File: src/rtl/apple_placer.sv
// apple_placer
//   Places the apple on a grid cell that is clear of the snake body. It detects
//   the head eating the apple, pulses eaten and bumps the saturating score, and
//   requests a fresh candidate from random_position. Each candidate is checked
//   against every body segment through a segment read port with 1-cycle latency.
//
// Ports
//   clk, reset             clock; synchronous active-high reset
//   move_tick              1-cycle pulse, snake head just advanced
//   head_x, head_y         head position (grid aligned)
//   snake_len              body segments including head (>=1)
//   seg_addr               body segment read address
//   seg_x, seg_y           segment coordinates, valid 1 cycle after seg_addr
//   new_number_trigger     rising edge makes random_position sample new coords
//   rand_x, rand_y         random_position outputs
//   apple_x, apple_y       current apple position (grid aligned)
//   apple_valid            apple placed and drawable
//   eaten                  1-cycle pulse, snake must grow
//   score                  apples eaten, saturating
module apple_placer #(
  parameter int BIT       = 10,
  parameter int GRID_LOG2 = 4,
  parameter int LEN_W     = 6,
  parameter int MAX_RETRY = 8,
  parameter int SCORE_W   = 8
) (
  input  logic               clk,
  input  logic               reset,
  input  logic               move_tick,
  input  logic [BIT-1:0]     head_x,
  input  logic [BIT-1:0]     head_y,
  input  logic [LEN_W-1:0]   snake_len,
  output logic [LEN_W-1:0]   seg_addr,
  input  logic [BIT-1:0]     seg_x,
  input  logic [BIT-1:0]     seg_y,
  output logic               new_number_trigger,
  input  logic [BIT-1:0]     rand_x,
  input  logic [BIT-1:0]     rand_y,
  output logic [BIT-1:0]     apple_x,
  output logic [BIT-1:0]     apple_y,
  output logic               apple_valid,
  output logic               eaten,
  output logic [SCORE_W-1:0] score
);

  localparam int RETRY_W = $clog2(MAX_RETRY + 1);
  localparam logic [RETRY_W-1:0] RETRY_MAX = RETRY_W'(MAX_RETRY);
  // Clears the sub-cell bits so a candidate lands on a grid cell.
  localparam logic [BIT-1:0] GRID_MASK = ~((BIT'(1) << GRID_LOG2) - BIT'(1));

  typedef enum logic [2:0] {
    S_IDLE,
    S_TRIGGER,
    S_WAIT,
    S_CAPTURE,
    S_CHECK,
    S_PLACE
  } state_t;

  state_t             state_q;
  logic [BIT-1:0]     apple_x_q, apple_y_q;
  logic [BIT-1:0]     cand_x_q, cand_y_q;
  logic               apple_valid_q;
  logic               eaten_q;
  logic               trig_q;
  logic [SCORE_W-1:0] score_q;
  logic [LEN_W-1:0]   seg_addr_q;
  logic [LEN_W-1:0]   len_q;
  logic [RETRY_W-1:0] retry_q;
  logic               pend_q;  // seg_x/seg_y hold data for the previously issued address
  logic               last_q;  // that previously issued address was the final segment

  logic hit;
  logic head_on_apple;
  logic addr_is_last;

  assign hit           = (seg_x == cand_x_q) && (seg_y == cand_y_q);
  assign head_on_apple = (head_x == apple_x_q) && (head_y == apple_y_q);
  assign addr_is_last  = (seg_addr_q == len_q - LEN_W'(1));

  always_ff @(posedge clk) begin
    if (reset) begin
      state_q       <= S_WAIT;
      apple_x_q     <= '0;
      apple_y_q     <= '0;
      cand_x_q      <= '0;
      cand_y_q      <= '0;
      apple_valid_q <= 1'b0;
      eaten_q       <= 1'b0;
      trig_q        <= 1'b0;
      score_q       <= '0;
      seg_addr_q    <= '0;
      len_q         <= LEN_W'(1);
      retry_q       <= '0;
      pend_q        <= 1'b0;
      last_q        <= 1'b0;
    end else begin
      eaten_q <= 1'b0;
      case (state_q)
        S_IDLE: begin
          if (move_tick && head_on_apple) begin
            eaten_q       <= 1'b1;
            if (score_q != '1) score_q <= score_q + SCORE_W'(1);
            apple_valid_q <= 1'b0;
            trig_q        <= 1'b1;
            state_q       <= S_TRIGGER;
          end
        end
        S_TRIGGER: begin
          trig_q  <= 1'b0;
          state_q <= S_WAIT;
        end
        S_WAIT: begin
          state_q <= S_CAPTURE;
        end
        S_CAPTURE: begin
          cand_x_q   <= rand_x & GRID_MASK;
          cand_y_q   <= rand_y & GRID_MASK;
          seg_addr_q <= '0;
          // A zero length would make the last-address compare wrap; treat it as 1.
          len_q      <= (snake_len == '0) ? LEN_W'(1) : snake_len;
          pend_q     <= 1'b0;
          last_q     <= 1'b0;
          state_q    <= S_CHECK;
        end
        S_CHECK: begin
          // Address issue runs one cycle ahead of the compare; the address
          // parks on the last segment while its data is still in flight.
          if (pend_q && hit) begin
            pend_q <= 1'b0;
            if (retry_q < RETRY_MAX) begin
              retry_q <= retry_q + RETRY_W'(1);
              trig_q  <= 1'b1;
              state_q <= S_TRIGGER;
            end else begin
              state_q <= S_PLACE;
            end
          end else if (pend_q && last_q) begin
            pend_q  <= 1'b0;
            state_q <= S_PLACE;
          end else begin
            pend_q <= 1'b1;
            last_q <= addr_is_last;
            if (!addr_is_last) seg_addr_q <= seg_addr_q + LEN_W'(1);
          end
        end
        S_PLACE: begin
          apple_x_q     <= cand_x_q;
          apple_y_q     <= cand_y_q;
          apple_valid_q <= 1'b1;
          retry_q       <= '0;
          seg_addr_q    <= '0;
          state_q       <= S_IDLE;
        end
        default: begin
          state_q <= S_WAIT;
        end
      endcase
    end
  end

  assign seg_addr           = seg_addr_q;
  assign new_number_trigger = trig_q;
  assign apple_x            = apple_x_q;
  assign apple_y            = apple_y_q;
  assign apple_valid        = apple_valid_q;
  assign eaten              = eaten_q;
  assign score              = score_q;

endmodule

File: config.mk
export PLATFORM = sky130hd
export DESIGN_NAME = apple_placer
export DESIGN_NICKNAME = d
export VERILOG_FILES = /design/src/rtl/apple_placer.sv
export SDC_FILE = /design/constraint.sdc
export NUM_CORES = 1
export LEC_CHECK = 0
export CAP_MARGIN = 20
export CELL_PAD_IN_SITES_DETAIL_PLACEMENT = 0
export CELL_PAD_IN_SITES_GLOBAL_PLACEMENT = 1
export CORE_UTILIZATION = 34
export DETAILED_ROUTE_END_ITERATION = 16
export GPL_TIMING_DRIVEN = 0
export MAX_ROUTING_LAYER = met4
export PLACE_DENSITY_LB_ADDON = 0.1
export SYNTH_ARGS = -nofsm -noshare
export SYNTH_HDL_FRONTEND = slang
export SYNTH_SLANG_ARGS = --single-unit
File: constraint.sdc
create_clock -name clk -period 2.9 [get_ports clk]
set_clock_uncertainty 0.05 [all_clocks]
set_input_delay 0.29 -clock clk [delete_from_list [all_inputs] [get_ports clk]]
set_output_delay 0.29 -clock clk [all_outputs]
set_load 0.02 [all_outputs]
# == After elaboration in Yosys (flattened, before gate mapping) ==
# Index checks and enable logic that the tools add are counted.
# totals
regBits,56
latch_bits,0
ramBits,0
rom_bits,0
inputBits,69
out_inout_bits,37
n_memories,0
# classes
n_addsub,4
n_mul,0
div,0
n_lt_le_gt_ge,1
n_eq_ne,18
n_shift,0
muxes,26
n_bitwise,1
reduce_logical,21
# op_table
op,count
$eq 10x10->1,4
$mux 6,4
$pmux 3 s5,1
$mux 3,4
$ne 2x2->1 const B,6
$pmux 6 s2,1
$mux 1,9
$reduce_and 3->1,3
$add 8x1->8 const B,1
$mux 4,2
$ne 8x8->1 const B,1
$pmux 4 s2,1
$reduce_and 4->1,2
$reduce_bool 2->1,4
$add 6x1->6 const B,1
$eq 3x2->1 const B,2
$eq 3x3->1 const B,2
$eq 6x6->1,1
$logic_not 6->1,1
$pmux 1 s2,3
$sub 6x1->6 const B,1
$logic_and 1x1->1,5
$add 4x1->4 const B,1
$lt 4x4->1 const B,1
8 further kinds,10

# == Logic depth before layout (Yosys ltp) ==
# Gate-level depths: netlist of run 1.
# depth
ltp_word,6
ltp_mapped,8
mapped_depth_nobuf,8

# == Least setup slack after synthesis of run 1 ==
# OpenSTA, ideal clock, no wires.
# synth_path
path_type,reg2reg
from,reg apple_x_q[5] (netlist: apple_x[5])
to,reg score_q[7] (netlist: score[7])
setup_ps,121
t_arrival_ps,1903
t_required_ps,2729
slack_ps,826
path_stages_with_launch,7
cell_sequence,dfxtp_1 xnor2_1 nand4_1 nor4_4 nand3_4 nor3_1 mux2_2
# synth_via
elab_chain_len,4
# synth_rtl
item,line,text
"start, declared",61,"logic [BIT-1:0] apple_x_q, apple_y_q;"
"start signal, assigned",148,apple_x_q <= cand_x_q;
$eq 10x10->1,78,assign head_on_apple = (head_x == apple_x_q) && (head_y == apple_y_q);
$logic_and 1x1->1,78,
$logic_and 1x1->1,101,if (move_tick && head_on_apple) begin
$reduce_and 3->1 (no line),-,
"end signal, assigned",103,if (score_q != '1) score_q <= score_q + SCORE_W'(1);
"end, declared",66,logic [SCORE_W-1:0] score_q;
# No other way between the ends.
# A chain may end at the register's enable or synchronous reset.

# == Final worst setup path of run 1 ==
# layout_path
from,in head_x[1]
to,reg score_q[7] (netlist: score[7])
# layout_via
elab_chain_len,4
# layout_rtl
item,line,text
"start, declared",30,"input logic [BIT-1:0] head_x,"
$eq 10x10->1,78,
$logic_and 1x1->1,78,
$logic_and 1x1->1,101,
$reduce_and 3->1 (no line),-,
# No other way between the ends.

==> flow_metrics.env, run 1 <==
export IMPL_status="finished clean"
export IMPL_r2r_end="seg_addr[2]"
export IMPL_yosysTopAreaCellShare=0.385
export IMPL_crit_path_end_kind="flop"
export IMPL_holdCritPathClass="reg -> reg"
export IMPL_cts_resized=0
export IMPL_ys_ff_latch=56
export IMPL_r2r_start="len_q[0]"
export IMPL_area_growth_synth_to_final_pct=40.4
export IMPL_dr_total_vias=2745
export IMPL_min_to="len_q[5]"
export IMPL_synth_cells=358
export IMPL_drt_total_wl_mm=7.93
export IMPL_seq_area_frac_synth=0.385
export IMPL_cts_tree="done"
export IMPL_grt_pass1_vias=2539
export IMPL_rows=33
export IMPL_slew_headroom=0.630
export IMPL_synthArstFlopShare=0
export IMPL_synth_top_area_cell="dfxtp_1"
export IMPL_powerDensity_nw_per_um2=492
export IMPL_slew_violations=0
export IMPL_clock_sinks=56
export IMPL_synth_xor_area_frac=0.105
export IMPL_drt_iter0_markers=87
export IMPL_fin_nets=533
export IMPL_synth_top_family_by_area="simple AND/OR/NAND/NOR gates"
export IMPL_arrival_ps=2520
export IMPL_synthSimpleGateAreaFrac=0.269
export IMPL_criticalPathCategory="in -> reg"
export IMPL_final_area_um2=4090
export IMPL_synth_mux_area_fraction=0.0211
export IMPL_setup_viol=0
export IMPL_hold_violations=0
export IMPL_grt_max_degree=19
export IMPL_initial_utilization=0.352
export IMPL_synth_ff_type="dfxtp_1"
export IMPL_core_area_um2=8260
export IMPL_n_antenna_cell=0
export IMPL_wire_per_inst_um=14.0
export IMPL_cts_made_buffers=5
export IMPL_drive_above_1_share=0.0672
export IMPL_ys_types=48
export IMPL_fin_hold_ws_ps=428
export IMPL_ctsLongestPathBuffers=2
export IMPL_worst_r2r_path_depth=6
export IMPL_ir_drop_mv=0.276
export IMPL_antenna_found_initial=0
export IMPL_max_freq_mhz=424
export IMPL_preCtsSetupSlack_ps=171
export IMPL_post_cts_buffers=0
export IMPL_synth_top_cells_by_count="nand2_1 (74), dfxtp_1 (56), a21oi_1 (40)"
export IMPL_track_usage=0.188
export IMPL_first_pass_iters=4
export IMPL_timing_final_ws_setup_ps=541
export IMPL_tns_ps=0
export IMPL_avgSynthCellArea_um2=8.13
export IMPL_synthTopCellsByArea="dfxtp_1 (39%), nand2_1 (9.5%), xnor2_1 (8.1%), a21oi_1 (6.9%), nand3_1 (2.6%)"
export IMPL_die_h_um=94.5
export IMPL_required_ps=3060
export IMPL_ctsHoldBuffers=0
export IMPL_die_area_um2=8930
export IMPL_min_from="len_q[5]"
export IMPL_cts_root_buf="clkbuf_8"
export IMPL_dp_final_hpwl_mm=6.12
export IMPL_max_cap_violations=0
export IMPL_layout_min_cycle_time_ps=2360
export IMPL_total_leakage_power_nw=1.43
export IMPL_netlist_area_um2=2910
export IMPL_fin_crit_sh=0.813
export IMPL_gp_congestion=0.868
export IMPL_ant_nets=0
export IMPL_dpl_cell_area_um2=3950
export IMPL_pin_count=106
export IMPL_rsz0062_at_grt="no"
export IMPL_port_buffers=88
export IMPL_p_total_mw=2.01
export IMPL_synth_edf_count=0
export IMPL_yosysMostFrequentCell="nand2_1"
export IMPL_grt_pass1_wl_mm=12.6
export IMPL_synthAdderAreaFrac=0.0172
export IMPL_cts_htree_levels=2
export IMPL_yosys_warnings=0
export IMPL_synth_compound_area_frac=0.155
export IMPL_clk_latency_ps=310
export IMPL_path_clk_slew_ps=100
export IMPL_route_detailed_drc=0
export IMPL_reg2reg_setup_slack_ps=640
export IMPL_cp_start_kind="primary input"
export IMPL_die_w_um=94.5
export IMPL_critPathMaxFanout=7
export IMPL_hold_depth=2
export IMPL_via_per_inst=4.85
export IMPL_worst_slew_pin_slew_ps=555
export IMPL_grt_overflow=0
-- worst max path at each step --
stage / startpoint / to / cells past startpoint
2_1_floorplan: apple_x[5] / score[7] / 6
3_3_place_gp: head_x[1] / score[7] / 7
3_5_place_dp: head_x[1] / score[7] / 7
4_1_cts: head_x[1] / score[7] / 7
5_1_grt: head_x[1] / score[7] / 7
6_report: head_x[1] / score[7] / 7
-- placed cells by master (no fill, tap or decap), types with 5 or more instances in the layout --
master           netlist  routed
buf_4                  8       8
nand4_1               12      12
mux2i_1                5       5
conb_1                 1       8
a21oi_1               40      40
clkbuf_8               0       5
nand2_1               74      74
xor2_1                 8       8
dfxtp_1               56      56
nand3_1               15      15
clkbuf_1              11      11
nor3_1                 5       5
clkdlybuf4s50_1        0      88
o21ai_0               10      10
xnor2_1               27      27
nor2_1                19      19
-- critical path, stage by stage --
cell	delay (ps)
clkdlybuf4s50_1	420
nor4_2	320
nand4_1	190
nor4_4	550
nand3_4	180
nor3_1	220
mux2_2	350
-- metal layers --
metal	vias up	routed length, um	share of wire	global-route usage
met4	0	88	0.011	0.0467
met3	8	470	0.059	0.0338
met1	1235	3800	0.48	0.249
li1	1431	-	-	-
met2	71	3580	0.45	0.297
met5	-	0	0	-
-- stage by stage --
stage                     cells  utilization
after floorplan             365            -
after global placement      558        0.478
after detailed placement    558        0.478
after CTS                   566        0.495
after global routing        566        0.495
final                       566        0.495
-- kinds of logic after synthesis --
group / Yosys count
AOI/OAI and AO/OA: 71
xor gates and xnor gates: 35
adders and majority gates: 4
buffers and inverters: 27
DFF: 56
muxes: 6
other: 1
and+or+nand+nor: 158
-- flip-flops by register name, summed over array words and instances (netlist names), 3 cells and up --
| register | count |
|---|---|
| score | 8 |
| apple_x | 6 |
| apple_y | 6 |
| cand_x_q | 6 |
| cand_y_q | 6 |
| len_q | 6 |
| seg_addr | 6 |
| retry_q | 4 |
| state_q | 3 |
-- where the power goes --
part           switching, mW  internal (mW)
combinational          0.279          0.235
sequential            0.0565          0.823
clock                  0.268          0.348
-- final cells by class --
type / count / area [um^2]
inverter: 4 / 15.0
multi-input combinational: 282 / 1680
timing repair buffer: 88 / 881
clock buffer: 5 / 68.8
tap: 105 / 131
sequential: 56 / 1120
buffer: 23 / 119
clock inverter: 3 / 68.8
fill: 838 / 4170
No activity file was read; power rests on OpenSTA's default activity.
==> inputs of run 2 (changes only) <==
Settings changed: CORE_UTILIZATION 34 to 32.
Clock period 2.9 ns to 2.2 ns, I/O delays scaled along.
==> flow_metrics.env, run 2 (same netlist as run 1, synthesis figures left out) <==
export IMPL_status="finished clean"
export IMPL_gp_congestion=0.802
export IMPL_critPathMaxFanout=7
export IMPL_fin_util=0.479
export IMPL_max_cap_violations=0
export IMPL_required_ps=2350
export IMPL_wire_per_inst_um=14.4
export IMPL_mostFrequentLayoutCells="clkdlybuf4s50_1 (88), nand2_1 (73), dfxtp_1 (53)"
export IMPL_pin_count=106
export IMPL_rsz0062_at_grt="yes"
export IMPL_via_per_inst=4.90
export IMPL_cts_tree="done"
export IMPL_r2r_start="len_q[1]"
export IMPL_max_freq_mhz=475
export IMPL_cts_htree_levels=2
export IMPL_startpoint="head_x[1]"
export IMPL_grt_overflow=0
export IMPL_cts_root_buf="clkbuf_8"
export IMPL_track_usage=0.183
export IMPL_crit_path_end_kind="flop"
export IMPL_ctsLongestPathBuffers=2
export IMPL_dp_final_hpwl_mm=6.20
export IMPL_slew_violations=0
export IMPL_initial_utilization=0.332
export IMPL_setup_viol=0
export IMPL_drt_iter0_markers=48
export IMPL_fin_cells=572
export IMPL_place_inst=561
export IMPL_layout_min_cycle_time_ps=2100
export IMPL_area_growth_synth_to_final_pct=44.3
export IMPL_rows=34
export IMPL_drive_above_1_share=0.116
export IMPL_worst_slew_pin_slew_ps=568
export IMPL_n_antenna_cell=0
export IMPL_grt_pass1_vias=2745
export IMPL_fin_nets=536
export IMPL_holdCritPathClass="in -> reg"
export IMPL_die_w_um=97.3
export IMPL_core_area_um2=8760
export IMPL_largest_reg_flops=8
export IMPL_clock_sinks=56
export IMPL_port_buffers=88
export IMPL_ant_nets=0
export IMPL_path_clk_slew_ps=100
export IMPL_ir_drop_mv=0.263
export IMPL_grt_pass1_wl_mm=13.7
export IMPL_fin_crit_sh=0.956
export IMPL_slew_headroom=0.621
export IMPL_antenna_found_initial=0
export IMPL_route_detailed_drc=0
export IMPL_nFillCells=913
export IMPL_criticalPathCategory="in -> reg"
export IMPL_drt_total_wl_mm=8.24
export IMPL_cts_made_buffers=5
export IMPL_grt_max_degree=18
export IMPL_first_pass_iters=4
export IMPL_die_h_um=97.3
export IMPL_ctsHoldBuffers=0
export IMPL_hold_violations=0
export IMPL_dr_total_vias=2804
export IMPL_min_from="reset"
export IMPL_arrival_ps=2260
export IMPL_cp_start_kind="primary input"
export IMPL_total_leakage_power_nw=1.46
export IMPL_die_area_um2=9480
export IMPL_layout_commonest_cell="clkdlybuf4s50_1"
export IMPL_powerDensity_nw_per_um2=611
export IMPL_clk_latency_ps=310
run 2: final cells by class:
cell class	instances	area, um^2	area share
plain buffers	21	114	0.0271
clock buffers	5	68.8	0.0164
clock inverters	3	42.5	0.0101
inverters	4	15.0	0.00358
multi-input cells	282	1770	0.423
flip-flops and latches	56	1130	0.269
well taps	108	135	0.0322
repair buffers	93	918	0.219
run 2: worst paths after layout:
path	slack, ps	cells after the start	end
hold reg to reg	430	2	apple_y[8]
setup reg to reg	100	7	last_q
setup / recovery	100	7	score[7]
hold / removal	400	3	score[7]
run 2: what timing repair did:
action | 4_1_cts | 5_1_grt
pin swaps | 3 | 5
setup endpoints to repair | 12 | 26
endpoints found under the hold margin | 0 | 0
cloned | 0 | 0
resized for setup | 3 | 23
setup buffers | 1 | 4
run 2: critical path: stages:
cell and delay (ps):
clkdlybuf4s50_1 440, nor4_4 310, nand4_1 180, nor4_4 410, nand3_4 170, nor3_2 190, mux2_2 340
run 2: layer usage:
metal  global-route usage  share of wire  vias to the layer above
met5                    -              0                        -
met3               0.0353          0.044                        8
li1                     -              -                     1435
met2                0.293           0.46                       68
met1                0.240           0.48                     1293
met4               0.0441          0.010                        0
run 2: metrics by stage:
stage	total power [mW]	setup WS (ps)	area, um^2	TNS (ps)	hold slack (ps)
after CTS	2.56	13.0	4080	0	385
after detailed placement	1.87	-483	3950	-4540	424
after global routing	2.74	-59.2	4200	-150	402
after floorplan	1.62	126	2940	0	306
final	2.57	96.0	4200	0	395
after global placement	1.87	-479	3950	-4870	412
run 2: report_power, final:
group / internal [mW] / leakage (nW) / switching (mW) / total [mW]
logic: 0.327 / 0.947 / 0.392 / 0.719
clock network: 0.337 / 0.0541 / 0.337 / 0.674
registers: 1.09 / 0.455 / 0.0831 / 1.17
